## config.mk

```make
export PLATFORM = sky130hd
export DESIGN_NAME = vga_sync_generator_flat
export DESIGN_NICKNAME = d
export VERILOG_FILES = /design/src/rtl/vga_sync_generator_if.sv /design/src/rtl/vga_sync_generator.sv /design/src/flat_wrapper.sv
export SDC_FILE = /design/constraint.sdc
export NUM_CORES = 1
export LEC_CHECK = 0
export BUFFER_PORTS_ARGS = -buffer_cell sky130_fd_sc_hd__buf_2
export CAP_MARGIN = 20
export CORE_ASPECT_RATIO = 1.5
export CORE_MARGIN = 2
export CORE_UTILIZATION = 55
export DETAILED_ROUTE_END_ITERATION = 8
export GPL_TIMING_DRIVEN = 0
export PLACE_DENSITY = 0.9
export SYNTH_ARGS = -nofsm -noshare
export SYNTH_HDL_FRONTEND = slang
export SYNTH_SLANG_ARGS = --single-unit
```

## constraint.sdc

```tcl
create_clock -name clk -period 5.8 [get_ports clk]
set_input_delay 0.87 -clock clk [delete_from_list [all_inputs] [get_ports clk]]
set_output_delay 0.87 -clock clk [all_outputs]
set_load 0.02 [all_outputs]
```

## src/rtl/vga_sync_generator_if.sv

```systemverilog
// rtl/vga_sync_generator_if.sv - raster timing bundle from the sync generator to the painter
interface vga_sync_generator_if #(
  parameter int CNT_W = 10
);
  logic             hSync;
  logic             vSync;
  logic             vidOn;
  logic [CNT_W-1:0] x;
  logic [CNT_W-1:0] y;
  logic             frameStart;
  logic             pixTick;

  modport master (
    output hSync, vSync, vidOn, x, y, frameStart, pixTick
  );

  modport slave (
    input hSync, vSync, vidOn, x, y, frameStart, pixTick
  );
endinterface

```

## src/rtl/vga_sync_generator.sv

```systemverilog
// rtl/vga_sync_generator.sv - VGA raster counters and sync/vidOn decode; optional clk/2 via VGA_SYNC_CLK_DIV_EN
module vga_sync_generator #(
  parameter int H_ACTIVE = 640,
  parameter int H_FP     = 16,
  parameter int H_SYNC   = 96,
  parameter int H_BP     = 48,
  parameter int V_ACTIVE = 480,
  parameter int V_FP     = 10,
  parameter int V_SYNC   = 2,
  parameter int V_BP     = 33,
  parameter bit SYNC_POL = 1'b0,
  parameter int CNT_W    = 10
) (
  input  logic                  clk,
  input  logic                  reset,
  vga_sync_generator_if.master  vga
);

  localparam int H_TOTAL = H_ACTIVE + H_FP + H_SYNC + H_BP;
  localparam int V_TOTAL = V_ACTIVE + V_FP + V_SYNC + V_BP;

  localparam logic [CNT_W-1:0] ONE      = CNT_W'(1);
  localparam logic [CNT_W-1:0] H_LAST   = CNT_W'(H_TOTAL - 1);
  localparam logic [CNT_W-1:0] V_LAST   = CNT_W'(V_TOTAL - 1);
  localparam logic [CNT_W-1:0] H_VIS    = CNT_W'(H_ACTIVE);
  localparam logic [CNT_W-1:0] V_VIS    = CNT_W'(V_ACTIVE);
  localparam logic [CNT_W-1:0] HS_FIRST = CNT_W'(H_ACTIVE + H_FP);
  localparam logic [CNT_W-1:0] HS_LAST  = CNT_W'(H_ACTIVE + H_FP + H_SYNC - 1);
  localparam logic [CNT_W-1:0] VS_FIRST = CNT_W'(V_ACTIVE + V_FP);
  localparam logic [CNT_W-1:0] VS_LAST  = CNT_W'(V_ACTIVE + V_FP + V_SYNC - 1);

  logic [CNT_W-1:0] h_cnt;
  logic [CNT_W-1:0] v_cnt;
  logic [CNT_W-1:0] h_nxt;
  logic [CNT_W-1:0] v_nxt;
  logic             pix_tick;
  logic             h_sync_q;
  logic             v_sync_q;
  logic             vid_on_q;
  logic             frame_start_q;

`ifdef VGA_SYNC_CLK_DIV_EN
  logic toggle;

  // Divide-by-two pixel strobe: ticks on every second clk after reset
  always_ff @(posedge clk) begin
    if (reset) begin
      toggle <= 1'b0;
    end else begin
      toggle <= ~toggle;
    end
  end

  assign pix_tick = toggle;
`else
  assign pix_tick = 1'b1;
`endif

  // Next raster position; the line counter only moves on a horizontal wrap
  always_comb begin
    h_nxt = h_cnt;
    v_nxt = v_cnt;
    if (h_cnt == H_LAST) begin
      h_nxt = '0;
      if (v_cnt == V_LAST) begin
        v_nxt = '0;
      end else begin
        v_nxt = v_cnt + ONE;
      end
    end else begin
      h_nxt = h_cnt + ONE;
    end
  end

  // Counters and outputs share one edge: outputs are decoded from the next position
  always_ff @(posedge clk) begin
    if (reset) begin
      h_cnt         <= H_LAST;
      v_cnt         <= V_LAST;
      vid_on_q      <= 1'b0;
      h_sync_q      <= ~SYNC_POL;
      v_sync_q      <= ~SYNC_POL;
      frame_start_q <= 1'b0;
    end else if (pix_tick) begin
      h_cnt         <= h_nxt;
      v_cnt         <= v_nxt;
      vid_on_q      <= (h_nxt < H_VIS) && (v_nxt < V_VIS);
      h_sync_q      <= ((h_nxt >= HS_FIRST) && (h_nxt <= HS_LAST)) ? SYNC_POL : ~SYNC_POL;
      v_sync_q      <= ((v_nxt >= VS_FIRST) && (v_nxt <= VS_LAST)) ? SYNC_POL : ~SYNC_POL;
      frame_start_q <= (h_nxt == '0) && (v_nxt == '0);
    end else begin
      frame_start_q <= 1'b0;
    end
  end

  assign vga.x          = h_cnt;
  assign vga.y          = v_cnt;
  assign vga.vidOn      = vid_on_q;
  assign vga.hSync      = h_sync_q;
  assign vga.vSync      = v_sync_q;
  assign vga.frameStart = frame_start_q;
  assign vga.pixTick    = pix_tick;

endmodule

```

## src/flat_wrapper.sv

```systemverilog
// flat-port wrapper written by rule: the top's interface ports become plain ports
module vga_sync_generator_flat 
#(
  parameter int H_ACTIVE = 640,
  parameter int H_FP     = 16,
  parameter int H_SYNC   = 96,
  parameter int H_BP     = 48,
  parameter int V_ACTIVE = 480,
  parameter int V_FP     = 10,
  parameter int V_SYNC   = 2,
  parameter int V_BP     = 33,
  parameter bit SYNC_POL = 1'b0,
  parameter int CNT_W    = 10
)
  (clk, reset, vga_hSync, vga_vSync, vga_vidOn, vga_x, vga_y, vga_frameStart, vga_pixTick);
  vga_sync_generator_if #(.CNT_W(CNT_W)) vga_i ();
  input  logic clk;
  input  logic reset;
  output wire logic [$bits(vga_i.hSync)-1:0] vga_hSync;
  output wire logic [$bits(vga_i.vSync)-1:0] vga_vSync;
  output wire logic [$bits(vga_i.vidOn)-1:0] vga_vidOn;
  output wire logic [$bits(vga_i.x)-1:0] vga_x;
  output wire logic [$bits(vga_i.y)-1:0] vga_y;
  output wire logic [$bits(vga_i.frameStart)-1:0] vga_frameStart;
  output wire logic [$bits(vga_i.pixTick)-1:0] vga_pixTick;
  assign vga_hSync = vga_i.hSync;
  assign vga_vSync = vga_i.vSync;
  assign vga_vidOn = vga_i.vidOn;
  assign vga_x = vga_i.x;
  assign vga_y = vga_i.y;
  assign vga_frameStart = vga_i.frameStart;
  assign vga_pixTick = vga_i.pixTick;
  vga_sync_generator #(.H_ACTIVE(H_ACTIVE), .H_FP(H_FP), .H_SYNC(H_SYNC), .H_BP(H_BP), .V_ACTIVE(V_ACTIVE), .V_FP(V_FP), .V_SYNC(V_SYNC), .V_BP(V_BP), .SYNC_POL(SYNC_POL), .CNT_W(CNT_W)) u_core (.clk(clk), .reset(reset), .vga(vga_i));
endmodule
```

==> results.md, run 1 <==
* Status: completed
* Post-DR wirelength/cell at 15.2 µm
* Footprint of the flip-flops and latches at between 400 and 500 µm²
* Syn nets at 177
* Rel. slew slack at 0.553
* Commonest non-fill, non-tap cell in the layout: buf_2
* Synth warn at 0
* Antenna violations before repair at 0
* Remaining antenna violation count at 0
* Delay of the slowest cell on the worst path at between 0.6 and 0.7 ns
* First-pass GRT wire length at about 5800 µm
* Worst path slowest cell: a221oi_1
* Post-CTS resize count at 0
* Gpl congestion at ~0.97
* Worst vdd ir at 0.000326 V
* Initial Utilization at 0.575
* Area of the core at between 0.002 and 0.0025 mm²
* CP Capture Type: flip-flop
* Drc violations at 0
* Setup TNS at 0 ns
* Area growth syn-to-layout at 12.7%
* Pin count of the biggest net entering global routing at 13
* Worst-Margin Slew at 0.671 ns
* #FFs+latches synth at 24
* Hold Vio Cnt, Final at 0
* Ys async rst share at 0
* H-tree levels at 1
* N_diodes at 0
* Fin crit share at 0.486
* # setup viols final at 0
* CTS Root Cell: clkbuf_4
* Clock buffer depth at 2
* Area of the multi-input gates at around 830 µm²
* Min Tclk post-route at roughly 2.8 ns
* Die height at 65.7 µm
* Hold_buf cts at 0
* Top-area cell type share of the netlist area at 0.345
* Vias in the first global route at 1,350
* Setup Skew at about 0.0036 ns
* Largest delay contributor family on the critical path: simple AND/OR/NAND/NOR gates
* CP max FO at 9
* CTS tree: done
* FMAX at between 300 and 400 MHz
* Power per cell area at approximately 510 mW/mm²
* Worst path required time at about 6 ns
* I/O Buffers at 25
* Synth top area cells: dfxtp_1, xnor2_1, nand3_1, o21ai_0, nand2_1
* LEAKAGE at around 0.62 nW
* Clock transition at the registers of the reported paths at about 0.12 ns
* Hold_ws at approximately 0.57 ns
* Final Max Tran Viols at 0
* Total track usage at 0.258
* Fillcell total at around 210
* Vias per inst at between 6 and 7
* Placement row count at 22
* Grt ovf at 0
* EDFF count, synth at 0
* CTS sink cnt at 24
* CTS Buf Count at 3
* Routed WL at 3390 µm
* Syn Inst Count at between 150 and 200
* Worst EP arrival at between 3 and 4 ns
* Nets at around 210
* CP Class: flip-flop to flip-flop
* MaxCap Viol Count at 0
* Placed Cells at 220
* Post-CTS Setup Inserts at 0
* Crit-path cells: ha_1 > and4_1 > nand3_2 > a221oi_1 > nand3_1 > or4_4 > nor4_2
* Io pins at 27
* Synth Area per Inst at slightly above 8 µm²
* Die area at 0.00296 mm²
* Worst skew pair latency at between 0.3 and 0.4 ns
* Die Width at 45.1 µm
* Via count at around 1,400
* Register area share after synthesis at 0.345
* Layout cell share with drive strength beyond 1 at 0.206
* Most frequent cells in the layout: buf_2, dfxtp_1, nand2_1
* Pre-CTS setup slack at ~3 ns
* Largest area contributor in the synthesized netlist: dfxtp_1
* Unrepaired setup endpoints after global routing: no
* Top_reg_cell synth: dfxtp_1
* Worst Hold Class: flip-flop to flip-flop
* Cell Area, Synth at 0.00139 mm²
* Initial drt markers at 70
* Hpwl dp at ~2600 µm
* Final worst slack at 2.98 ns
* Count of cell types in the netlist at just over 40
* Count of TritonRoute iterations in the first routing pass at 6
* Crit path buf inv count at 0
* Worst setup SP type: flip-flop
* Total power at 0.000798 W
* Final non-filler cell total at between 200 and 250
[metal layers]
metal / wire length (µm) / up-vias / global-route usage
met2: 1690 / 79 / 0.409
met3: 223 / 14 / 0.0412
met1: 1340 / 670 / 0.294
met4: 134 / 0 / 0.202
li1: - / 673 / -
met5: 0 / - / 0
[Yosys cell counts (2+ instances only)]
cell	instances
dfxtp_1	24
nand2_1	17
nor2_1	15
nand3_1	13
o21ai_0	13
xnor2_1	9
nand4_1	8
a21oi_1	6
inv_1	6
xor2_1	5
a31oi_1	4
ha_1	4
nor3_1	4
nor4_1	4
and2_1	3
buf_6	3
clkbuf_1	3
nand2b_1	3
nor4_2	3
and4_1	2
o21a_1	2
[flip-flops by register name, indices dropped and copies added (netlist names)]
signal	cells
u_core.vga.frameStart	1
u_core.vga.hSync	1
u_core.vga.y	10
u_core.vga.x	10
u_core.vga.vidOn	1
u_core.vga.vSync	1
[final timing paths]
kind | from | endpoint | slack [ns] | cells past startpoint
min | u_core.vga.x[0]$_SDFF_PP1_ | u_core.vga.x[0]$_SDFF_PP1_ | 0.57 | 1
min reg2reg | u_core.vga.x[0]$_SDFF_PP1_ | u_core.vga.x[0]$_SDFF_PP1_ | 0.57 | 1
max | u_core.vga.x[0]$_SDFF_PP1_ | u_core.vga.frameStart$_SDFF_PP0_ | 2.98 | 7
max reg2reg | u_core.vga.x[0]$_SDFF_PP1_ | u_core.vga.frameStart$_SDFF_PP0_ | 2.98 | 7
[per-stage QoR]
stage,utilization,cell area (µm²)
final,0.649,1570
after global routing,0.649,1570
after CTS,0.649,1570
after detailed placement,0.639,1550
after global placement,0.639,1550
after floorplan,-,1390
[layout make-up]
| type | count | area share |
|---|---|---|
| clock buffers | 3 | 0.0143 |
| flip-flops and latches | 24 | 0.306 |
| inverters | 6 | 0.0143 |
| well taps | 24 | 0.0191 |
| repair buffers | 25 | 0.0796 |
| multi-input cells | 133 | 0.530 |
| plain buffers | 8 | 0.0366 |
[where the power goes]
group / internal, W / switching, W
Combinational: 0.000179 / 0.000294
Sequential: 0.000201 / 0.0000516
Clock: 0.0000244 / 0.0000482
[logic make-up after synthesis]
logic type               after synthesis  share of synthesized area
adder cells (fa/ha/maj)                4                     0.0359
AND/OR/NAND/NOR                       79                      0.314
XOR/XNOR                              14                     0.0880
flip-flops                            24                      0.345
other                                  1                    0.00269
AO/OA/AOI/OAI                         35                      0.157
buffers and inverters                 14                     0.0574
Power figures use the tool's default switching activity.
==> inputs of run 2 (changes only) <==
--- a/config.mk
+++ b/config.mk
@@ -9,10 +9,10 @@
 export CAP_MARGIN = 20
 export CORE_ASPECT_RATIO = 1.5
 export CORE_MARGIN = 2
-export CORE_UTILIZATION = 55
+export CORE_UTILIZATION = 49
 export DETAILED_ROUTE_END_ITERATION = 8
 export GPL_TIMING_DRIVEN = 0
-export PLACE_DENSITY = 0.9
+export PLACE_DENSITY = 0.86
 export SYNTH_ARGS = -nofsm -noshare
 export SYNTH_HDL_FRONTEND = slang
 export SYNTH_SLANG_ARGS = --single-unit
==> constraint.sdc (replaced) <==
create_clock -name clk -period 2.4 [get_ports clk]
set_input_delay 0.36 -clock clk [delete_from_list [all_inputs] [get_ports clk]]
set_output_delay 0.36 -clock clk [all_outputs]
set_load 0.02 [all_outputs]
==> run 2 against run 1 <==
Effect of this change: via count is 0.49% lower; global-route usage is 2.7 points lower; die area is 11% higher; cell area increased by 11%; power rose to 2.8 times the previous value; sequential share of layout area shrank 3.0 points; register-to-register slack lost 3.0 ns; hold slack got worse by 0.21 ns; non-clock buffer count is 5 higher; sequential power grew 150%; critical endpoint is now u_core.vga.vidOn$_SDFF_PP0_; highest routed layer unchanged.
==> results.md, run 2 (same netlist as run 1, synthesis figures left out) <==
* Worst setup SP type: flip-flop
* Hpwl dp at 2510 µm (-2.4%)
* FMAX at 422 MHz (+19%)
* CP startpoint: u_core.vga.y[0]$_SDFF_PP0_
* CTS sink cnt at 24 (unchanged)
* Setup TNS at 0 ns (unchanged)
* FF-to-FF End: u_core.vga.vidOn$_SDFF_PP0_
* Clock transition at the registers of the reported paths at 0.08 ns (-0.04 ns)
* Worst skew pair latency at 0.27 ns (-0.05 ns)
* Most frequent cells in the layout: buf_2, dfxtp_1, nand2_1
* Layout cell share with drive strength beyond 1 at 0.278 (+0.0720)
* Hold Vio Cnt, Final at 0 (unchanged)
* Reg2reg start: u_core.vga.y[0]$_SDFF_PP0_
* Die height at 69.3 µm (+5.6%)
* Worst path slowest cell: dfxtp_1
* Io pins at 27 (unchanged)
* First-pass GRT wire length at 5660 µm (-1.7%)
* Dpl cell area at 0.00157 mm² (+1.5%)
* Area of the core at 0.00271 mm² (+12%)
* Total power at 0.00221 W (+180%)
* CP Capture Type: flip-flop
* MaxCap Viol Count at 0 (unchanged)
* I/O Buffers at 25 (unchanged)
* CTS tree: done
* Vias in the first global route at 1,297 (-3.9%)
* Total track usage at 0.231 (-0.0267)
* CTS Buf Count at 3 (unchanged)
* Clock buffer depth at 2 (unchanged)
* Cells on worst reg2reg path at 9 (+2)
* Placed Cells at 233 (+5.9%)
* Delay of the slowest cell on the worst path at 0.47 ns (-0.17 ns)
* Setup Skew at 0.00338 ns (-0.000261 ns)
* Hold_ws at 0.358 ns (-0.210 ns)
* Fillcell total at 262 (+26%)
* CTS Root Cell: clkbuf_8
* Power per cell area at 1260 mW/mm² (+150%)
* Area growth syn-to-layout at 25.5%
* Initial Utilization at 0.515 (-0.0601)
* Worst Hold Class: input port to flip-flop
* Min Tclk post-route at 2.37 ns (-0.445 ns)
* Nets at 212 (+2.4%)
* Placement row count at 23 (+4.5%)
* Commonest non-fill, non-tap cell in the layout: buf_2
* CP max FO at 8 (-1)
* H-tree levels at 1 (unchanged)
* Worst vdd ir at 0.000839 V (+160%)
* Drc violations at 0 (unchanged)
* Pin count of the biggest net entering global routing at 14 (+1)
* Gpl congestion at 0.904 (-7.0%)
* N_diodes at 0 (unchanged)
* Status: completed
* Rel. slew slack at 0.621 (+0.0678)
* Via count at 1,429 (-0.49%)
* Post-route cell area at 0.00175 mm² (+11%)
* CP Class: flip-flop to flip-flop
* Worst path required time at 2.56 ns (-3.49 ns)
* Most used cell, CP: buf_4
* Setup crit end: u_core.vga.vidOn$_SDFF_PP0_
* Routed WL at 3670 µm (+8.5%)
* Vias per inst at 5.90 (-8.3%)
* Fin crit share at 0.988 (+0.503)
* Initial drt markers at 62 (-11%)
* # setup viols final at 0 (unchanged)
* Worst EP arrival at 2.53 ns (-0.54 ns)
* Final non-filler cell total at 242 (+8.5%)
* Post-DR wirelength/cell at 15.2 µm (about the same)
* LEAKAGE at 0.673 nW (+9.1%)
* Count of TritonRoute iterations in the first routing pass at 4 (-2)
* Final Max Tran Viols at 0 (unchanged)
* Crit-path cells: ha_2 > nand3_1 > nor4_4 > xnor2_2 > buf_4 > buf_4 > nor4_2 > buf_4 > nor3_1
* Die area at 0.00330 mm² (+11%)
* Worst-Margin Slew at 0.564 ns (-0.107 ns)
* Antenna violations before repair at 0 (unchanged)
* Remaining antenna violation count at 0 (unchanged)
* Grt ovf at 0 (unchanged)
* Die Width at 47.5 µm (+5.4%)
* R2R Setup Slk at 0.03 ns (-2.96 ns)
==> run 2: cell count changes in the layout (fill, tap and decap cells not counted), moves of 2 or more <==
cell      change
buf_4         +6
clkbuf_8      +4
clkbuf_4      -3
clkbuf_1      -2
ha_1          -2
nor4_4        +2
==> run 2: worst min-delay path by stage <==
stage / slack (ns) / depth (start not counted) / start / to
after floorplan: 0.48 / 1 / reset / u_core.vga.x[8]$_SDFF_PP1_
after global placement: 0.53 / 1 / u_core.vga.x[0]$_SDFF_PP1_ / u_core.vga.x[0]$_SDFF_PP1_
after detailed placement: 0.56 / 1 / u_core.vga.x[0]$_SDFF_PP1_ / u_core.vga.x[0]$_SDFF_PP1_
after CTS: 0.35 / 2 / reset / u_core.vga.x[8]$_SDFF_PP1_
after global routing: 0.36 / 2 / reset / u_core.vga.x[8]$_SDFF_PP1_
final: 0.36 / 2 / reset / u_core.vga.x[8]$_SDFF_PP1_
==> run 2: timing repair <==
action | 4_1_cts | 5_1_grt
resized for setup | 6 | 9
buffers inserted | 3 | 3
pin swaps | 7 | 4
endpoints found under the setup margin | 3 | 3
hold buffers | 0 | 0
==> run 2: cell type report <==
class                      instances  area (µm²)  share of cell area
tap                               37        46.3              0.0265
inverter                           6        22.5              0.0129
sequential                        24         482               0.275
clock buffer                       4        55.1              0.0315
buffer                             7        55.1              0.0315
multi-input combinational        133         918               0.525
timing repair buffer              31         170              0.0973
==> run 2: per-stage QoR <==
step                utilization  setup WS [ns]
finish                    0.647         0.0283
global route              0.647        -0.0636
global placement          0.581         -0.149
floorplan                     -         0.0125
CTS                       0.623        0.00422
detailed placement        0.581         -0.212
==> run 2: worst max-delay path, delay by kind of cell, from the launching register on <==
kind | cells | cell delay (ns)
xor+xnor | 1 | 0.12
fa+ha+maj | 1 | 0.31
buf+inv | 3 | 0.47
flops | 1 | 0.47
simple gates | 4 | 0.88
==> run 2: per-layer routing <==
layer / up-vias / share of wire / global-route usage
met5: - / 0 / 0
met4: 0 / 0.021 / 0.108
met3: 7 / 0.059 / 0.0521
met2: 62 / 0.53 / 0.380
met1: 673 / 0.39 / 0.267
li1: 687 / - / -
==> run 2: power breakdown <==
group	internal (W)	switching, W	total, W	leakage (nW)
sequential	0.000488	0.000132	0.000620	0.196
combinational	0.000511	0.000799	0.00131	0.449
clock	0.000147	0.000131	0.000277	0.0288
